`src/rtl/comparador_serial_izq_der.sv`:
```
// ---------------------------------------------------------------------------
// comparador_serial_izq_der
//
// Serial unsigned magnitude comparator that scans two N-bit words MSB first,
// one bit per clock. A three-state cell (EQ / GT / LT) is updated each cycle;
// GT and LT are absorbing. The result is registered as one-hot gt/lt/eq
// together with a one-cycle done pulse.
//
// Optional feature (compile-time macro): EARLY_EXIT_EN
//   When defined, the scan stops on the first differing bit and bits_scanned
//   reports how many positions were consumed. Final gt/lt/eq are unchanged.
//
// Ports:
//   i_clk            rising-edge clock
//   i_rst_n          asynchronous active-low reset
//   i_start          comparison request, sampled only in IDLE
//   i_a, i_b         operands, captured on the accepted start
//   o_busy           high while the FSM is not IDLE (combinational)
//   o_done           one-cycle pulse while in DONE; results valid
//   o_gt/o_lt/o_eq   registered one-hot comparison result
//   o_bits_scanned   bit positions consumed in the current/last comparison
// ---------------------------------------------------------------------------
module comparador_serial_izq_der #(
    parameter int unsigned N = 8
) (
    input  logic                       i_clk,
    input  logic                       i_rst_n,
    input  logic                       i_start,
    input  logic [N-1:0]               i_a,
    input  logic [N-1:0]               i_b,
    output logic                       o_busy,
    output logic                       o_done,
    output logic                       o_gt,
    output logic                       o_lt,
    output logic                       o_eq,
    output logic [$clog2(N+1)-1:0]     o_bits_scanned
);

    localparam int unsigned CW = $clog2(N + 1);

    localparam logic [1:0] ST_IDLE = 2'd0;
    localparam logic [1:0] ST_SCAN = 2'd1;
    localparam logic [1:0] ST_DONE = 2'd2;

    // EQ encoded as zero so the reset value is the EQ cell state.
    localparam logic [1:0] CELL_EQ = 2'd0;
    localparam logic [1:0] CELL_GT = 2'd1;
    localparam logic [1:0] CELL_LT = 2'd2;

    logic [1:0]    r_state;
    logic [N-1:0]  r_sh_a;
    logic [N-1:0]  r_sh_b;
    logic [1:0]    r_cell;
    logic [CW-1:0] r_cnt;
    logic          r_gt;
    logic          r_lt;
    logic          r_eq;
    logic          r_done;

    logic          w_msb_a;
    logic          w_msb_b;
    logic [1:0]    w_cell_nxt;
    logic          w_last;
    logic          w_finish;

    always_comb begin
        w_msb_a    = r_sh_a[N-1];
        w_msb_b    = r_sh_b[N-1];
        w_cell_nxt = r_cell;
        if (r_cell == CELL_EQ) begin
            if (w_msb_a && !w_msb_b) begin
                w_cell_nxt = CELL_GT;
            end else if (!w_msb_a && w_msb_b) begin
                w_cell_nxt = CELL_LT;
            end
        end
        // This edge consumes bit 0.
        w_last = (r_cnt == CW'(N - 1));
`ifdef EARLY_EXIT_EN
        w_finish = w_last || (w_cell_nxt != CELL_EQ);
`else
        w_finish = w_last;
`endif
    end

    always_ff @(posedge i_clk or negedge i_rst_n) begin
        if (!i_rst_n) begin
            r_state <= ST_IDLE;
            r_sh_a  <= '0;
            r_sh_b  <= '0;
            r_cell  <= CELL_EQ;
            r_cnt   <= '0;
            r_gt    <= 1'b0;
            r_lt    <= 1'b0;
            r_eq    <= 1'b0;
            r_done  <= 1'b0;
        end else begin
            case (r_state)
                ST_IDLE: begin
                    r_done <= 1'b0;
                    if (i_start) begin
                        r_state <= ST_SCAN;
                        r_sh_a  <= i_a;
                        r_sh_b  <= i_b;
                        r_cell  <= CELL_EQ;
                        r_cnt   <= '0;
                        r_gt    <= 1'b0;
                        r_lt    <= 1'b0;
                        r_eq    <= 1'b0;
                    end
                end
                ST_SCAN: begin
                    r_cell <= w_cell_nxt;
                    r_sh_a <= {r_sh_a[N-2:0], 1'b0};
                    r_sh_b <= {r_sh_b[N-2:0], 1'b0};
                    r_cnt  <= r_cnt + 1'b1;
                    if (w_finish) begin
                        r_state <= ST_DONE;
                        r_done  <= 1'b1;
                        r_gt    <= (w_cell_nxt == CELL_GT);
                        r_lt    <= (w_cell_nxt == CELL_LT);
                        r_eq    <= (w_cell_nxt == CELL_EQ);
                    end
                end
                ST_DONE: begin
                    r_state <= ST_IDLE;
                    r_done  <= 1'b0;
                end
                default: begin
                    r_state <= ST_IDLE;
                    r_done  <= 1'b0;
                end
            endcase
        end
    end

    always_comb begin
        o_busy         = (r_state != ST_IDLE);
        o_done         = r_done;
        o_gt           = r_gt;
        o_lt           = r_lt;
        o_eq           = r_eq;
        o_bits_scanned = r_cnt;
    end

endmodule

```
`config.mk`:
```
export PLATFORM = sky130hd
export DESIGN_NAME = comparador_serial_izq_der
export DESIGN_NICKNAME = d
export VERILOG_FILES = /design/src/rtl/comparador_serial_izq_der.sv
export SDC_FILE = /design/constraint.sdc
export NUM_CORES = 1
export LEC_CHECK = 0
export BUFFER_PORTS_ARGS = -buffer_cell sky130_fd_sc_hd__buf_2
export CORE_ASPECT_RATIO = 2
export CORE_UTILIZATION = 50
export DETAILED_ROUTE_END_ITERATION = 8
export GPL_TIMING_DRIVEN = 0
export HOLD_SLACK_MARGIN = 0.02
export MAX_ROUTING_LAYER = met4
export PLACE_DENSITY = 0.74
export SLEW_MARGIN = 10
export SYNTH_ARGS = -nofsm -noshare
export SYNTH_HDL_FRONTEND = slang
export SYNTH_SLANG_ARGS = --single-unit
```
`constraint.sdc`:
```
create_clock -name i_clk -period 1.9 [get_ports i_clk]
set_input_delay 0.38 -clock i_clk [delete_from_list [all_inputs] [get_ports i_clk]]
set_output_delay 0.38 -clock i_clk [all_outputs]
set_load 0.005 [all_outputs]
```
-- Yosys cells after proc, flatten, opt, wreduce, memory -nomap -nowiden
Index checks and enable logic that the tools add are counted.
- bits in registers: 28
- latch bits: 0
- RAM bits: 0
- ROM bits: 0
- input bits: 19
- output and inout port bits: 9
- word-level logic and storage cells: 51
- memories kept: 0
- add/subtract/negate cells: 1
- $mul: 0
- div/mod/pow operators: 0
- magnitude comparators: 0
- equal/unequal tests: 6
- shift operators: 0
- muxes and demuxes: 23
- bitwise operators: 0
- reductions and logical operators: 12
- operator list (operator ; count):
    case mux 8 bit (2 select lines) ; 2
    2-to-1 mux 8 bit ; 2
    2-to-1 mux 2 bit ; 6
    case mux 2 bit (2 select lines) ; 2
    case mux 4 bit (2 select lines) ; 1
    zero test 2 bit ; 3
    2-to-1 mux 1 bit ; 6
    case mux 1 bit (2 select lines) ; 3
    adder 4 x 1 -> 4 bit (second input constant) ; 1
    == test 2 x 1 -> 1 bit (second input constant) ; 2
    == test 4 x 3 -> 1 bit (second input constant) ; 1
    2-to-1 mux 4 bit ; 1
    inequality test 2 bit (second input constant) ; 2
    AND reduction 2 bit ; 2
    nonzero test 2 bit ; 2
    AND reduction 3 bit ; 1
    == test 2 bit (second input constant) ; 1
    logical AND 1 bit ; 2
    zero test 1 bit ; 2

-- Depth between registers and ports, before layout
- depth in word-level cells: 8
- mapped depth: 5
- gate-level depth less buffers: 4

-- Worst setup path after synthesis
Ideal clock, no wire load.
- kind: register -> register
- start point: register r_cnt[0], in the netlist o_bits_scanned[0]
- end point: register r_eq, in the netlist o_eq
- library setup time: 0.125 ns
- arrival: 1.231 ns
- required time: 1.775 ns
- path slack: 0.544 ns
- cell stages (with the launch flop): 5
- buffers on the path: 0
- clock period less this slack: 1.356 ns
- path through: dfrtp_1 ha_1 nand4b_1 a21oi_2 mux2_2
- word-level cells in the longest chain between the ends: 3
- RTL lines (element ; RTL line ; text):
    from (decl) ; 54 ; logic [CW-1:0] r_cnt;
    from (signal assigned) ; 116 ; r_cnt <= r_cnt + 1'b1;
    == test 4 x 3 -> 1 bit ; 78 ; w_last = (r_cnt == CW'(N - 1));
    inequality test 2 bit (no line) ; n/a ;
    AND reduction 3 bit (no line) ; n/a ;
    to (signal assigned) ; 122 ; r_eq <= (w_cell_nxt == CELL_EQ);
    to (decl) ; 57 ; logic r_eq;
No other way between the ends.
A chain may end at the register's enable or synchronous reset.

-- Final worst setup path
- start point: register r_state[1]
- end point: output o_busy
- word-level cells in the longest chain between the ends: 1
- RTL lines (element ; RTL line ; text):
    from (decl) ; 50 ; logic [1:0] r_state;
    from (signal assigned) ; 88 ; r_state <= ST_IDLE;
    from (signal assigned) ; 102 ; r_state <= ST_SCAN;
    from (signal assigned) ; 118 ; r_state <= ST_DONE;
    nonzero test 2 bit ; 138 ; o_busy = (r_state != ST_IDLE);
    to (decl) ; 31 ; output logic o_busy,
No other way between the ends.

==> results_dict.tcl <==
set metrics [dict create \
    synth_cell_types 32 \
    cts_buffers 3 \
    hp-class "in -> async" \
    syn-num-nets 144 \
    hpwl_um 2010 \
    finalCritPeriodShare 0.856 \
    grtUsageTotal 0.219 \
    clock-sinks 28 \
    antenna_found_initial 0 \
    p_leak_nw 0.808 \
    grt_pass1_wl_um 4360 \
    cts_setup_buffers 0 \
    clock_latency_ps 270 \
    cp_common_cell "buf_2" \
    netlist.area_leader.share 0.525 \
    diodes 0 \
    synthTopCellsByArea "dfrtp_1 52%, mux2i_1 11%, o21ai_0 6.7%" \
    vdd_drop_max_mv 0.897 \
    drtIter0Drc 22 \
    setup_viol 0 \
    netlist_area_um2 1340 \
    ys.flop_type "dfrtp_1" \
    port_buffers 27 \
    grt_start_max_net_pins 29 \
    yosysMostFrequentCell "dfrtp_1" \
    gp_congestion 0.804 \
    cts.htree.levels 1 \
    num_io_pins 28 \
    netlist_instances 124 \
    tightest_slew_ps 614 \
    grt_overflow_total 0 \
    worstSetupEndpointType "primary output" \
    cp_max_fo 10 \
    drc 0 \
    slowest_delay_ps 390 \
    synthArstFlopShare 1.00 \
    crit_path_start_kind "register" \
    clk_pin_slew_ps 90 \
    nets 176 \
    avgSynthCellArea_um2 10.8 \
    final_hold_viol_count 0 \
    tns_ps 0 \
    initial_utilization 0.526 \
    synth_edf_count 0 \
    clk_path_buf_depth 2 \
    status "completed" \
    syn_to_final_growth_pct 18.1 \
    wl_per_cell_um 14.6 \
    vias_per_cell 5.39 \
    critical_path_class "reg -> out" \
    crit_required_ps 1520 \
    dr.pass1.iters 3 \
    seq_area_frac_synth 0.525 \
    grt_pass1_vias 999 \
    cts_hold_buf 0 \
    synth_top_area_cell "dfrtp_1" \
    rows 26 \
    ant_nets 0 \
    min_period_ps 1630 \
    cts_resized 0 \
    maxSlewHeadroom 0.591 \
    crit_buf_inv 2 \
    drive_above_1_share 0.297 \
    coreArea_um2 2540 \
    power_density_nw_per_um2 1570 \
    yosysWarningCount 0 \
    wirelength_um 2670 \
    die_area_um2 2890 \
    crit_path_top_delay_cell "dfrtp_1" \
    die_w_um 38.5 \
    ys_seq_elements 28 \
    arrival_ps 1250 \
    cts_tree "yes" \
    skew_ps 4.42 \
    synth_commonest_cells "28 x dfrtp_1, 18 x o21ai_0, 16 x nand2_1, 15 x mux2i_1, 5 x nor2_1" \
    root_buffer "clkbuf_8" \
    slew_violations 0 \
    fp.dieH_um 75.1 \
    cp_cell_sequence "buf_2, or2_2, buf_2" \
    num_vias 986 \
    clock.fmax_mhz 615 \
    path_delay_family "flip-flops" \
    rsz0062_at_grt "false" \
    setup_slack_ps 274 \
    drv_cap 0 \
    place_ws_ps 406 \
]
## power breakdown
| group | switching, mW | internal, mW |
|---|---|---|
| sequential | 0.175 | 0.847 |
| clock | 0.180 | 0.282 |
| combinational | 0.517 | 0.476 |
| total | 0.872 | 1.61 |
## registers in the layout, summed over array words and instances (netlist names)
signal          flops
o_done              1
o_eq                1
r_state             2
o_bits_scanned      4
o_gt                1
r_cell              2
o_lt                1
r_sh_a              8
r_sh_b              8
## kinds of logic (layout without fill, tap and decap cells)
family,count (synthesis),in the layout,synth area share
and+or+nand+nor,37,37,0.144
DFF,28,28,0.525
buffers and inverters,10,41,0.0431
AOI/OAI and AO/OA,29,29,0.132
adders and majority gates,1,1,0.00937
muxes,19,19,0.146
## layer usage
layer	routed length, um	part of all wire	track usage
met1	1130	0.42	0.258
met3	58	0.022	0.0177
met2	1430	0.54	0.363
met5	0	0	-
met4	54	0.020	0.107
## through the flow
step	utilization	instances	cell area, um^2	hold slack (ps)	power, mW
2_1_floorplan	-	124	1340	84.4	1.71
3_3_place_gp	0.593	179	1510	412	1.99
3_5_place_dp	0.593	179	1510	422	2.04
4_1_cts	0.621	183	1580	121	2.50
5_1_grt	0.621	183	1580	150	2.67
6_report	0.621	183	1580	105	2.48
## final cells by class
type	instances	area, um^2
multi-input cells	86	577
clock inverters	1	30.0
well taps	28	35.0
plain buffers	7	46.3
clock buffers	3	41.3
repair buffers	27	135
fillers	212	961
inverters	3	11.3
flip-flops and latches	28	701
## cells in the final DEF, fill, tap and decap left out, drive strengths merged, types with 2 or more instances in the layout
master  instances
buf            33
dfrtp          28
o21ai          18
nand2          16
mux2i          15
nor2            5
a22o            4
mux2            4
clkbuf          4
inv             3
nor2b           3
a21oi           3
nand2b          2
or3b            2
## final timing paths
kind,start,to,slack (ps),depth (start not counted)
setup / recovery,r_state[1],o_busy,270,3
hold / removal,i_rst_n,r_sh_a[7],100,1
setup reg to reg,o_bits_scanned[0],o_eq,410,4
hold reg to reg,r_sh_b[4],r_sh_b[5],490,2
max in group asynchronous,i_rst_n,r_sh_a[2],1390,1
min in group i_clk,i_b[0],r_sh_b[0],320,2
## worst register-to-register path: stages (launching register included)
cell and delay (ps):
dfrtp_1 420, ha_1 220, nand4b_1 120, a21oi_2 260
mux2_2 360
Note: power is estimated with default switching activity, not from simulation.
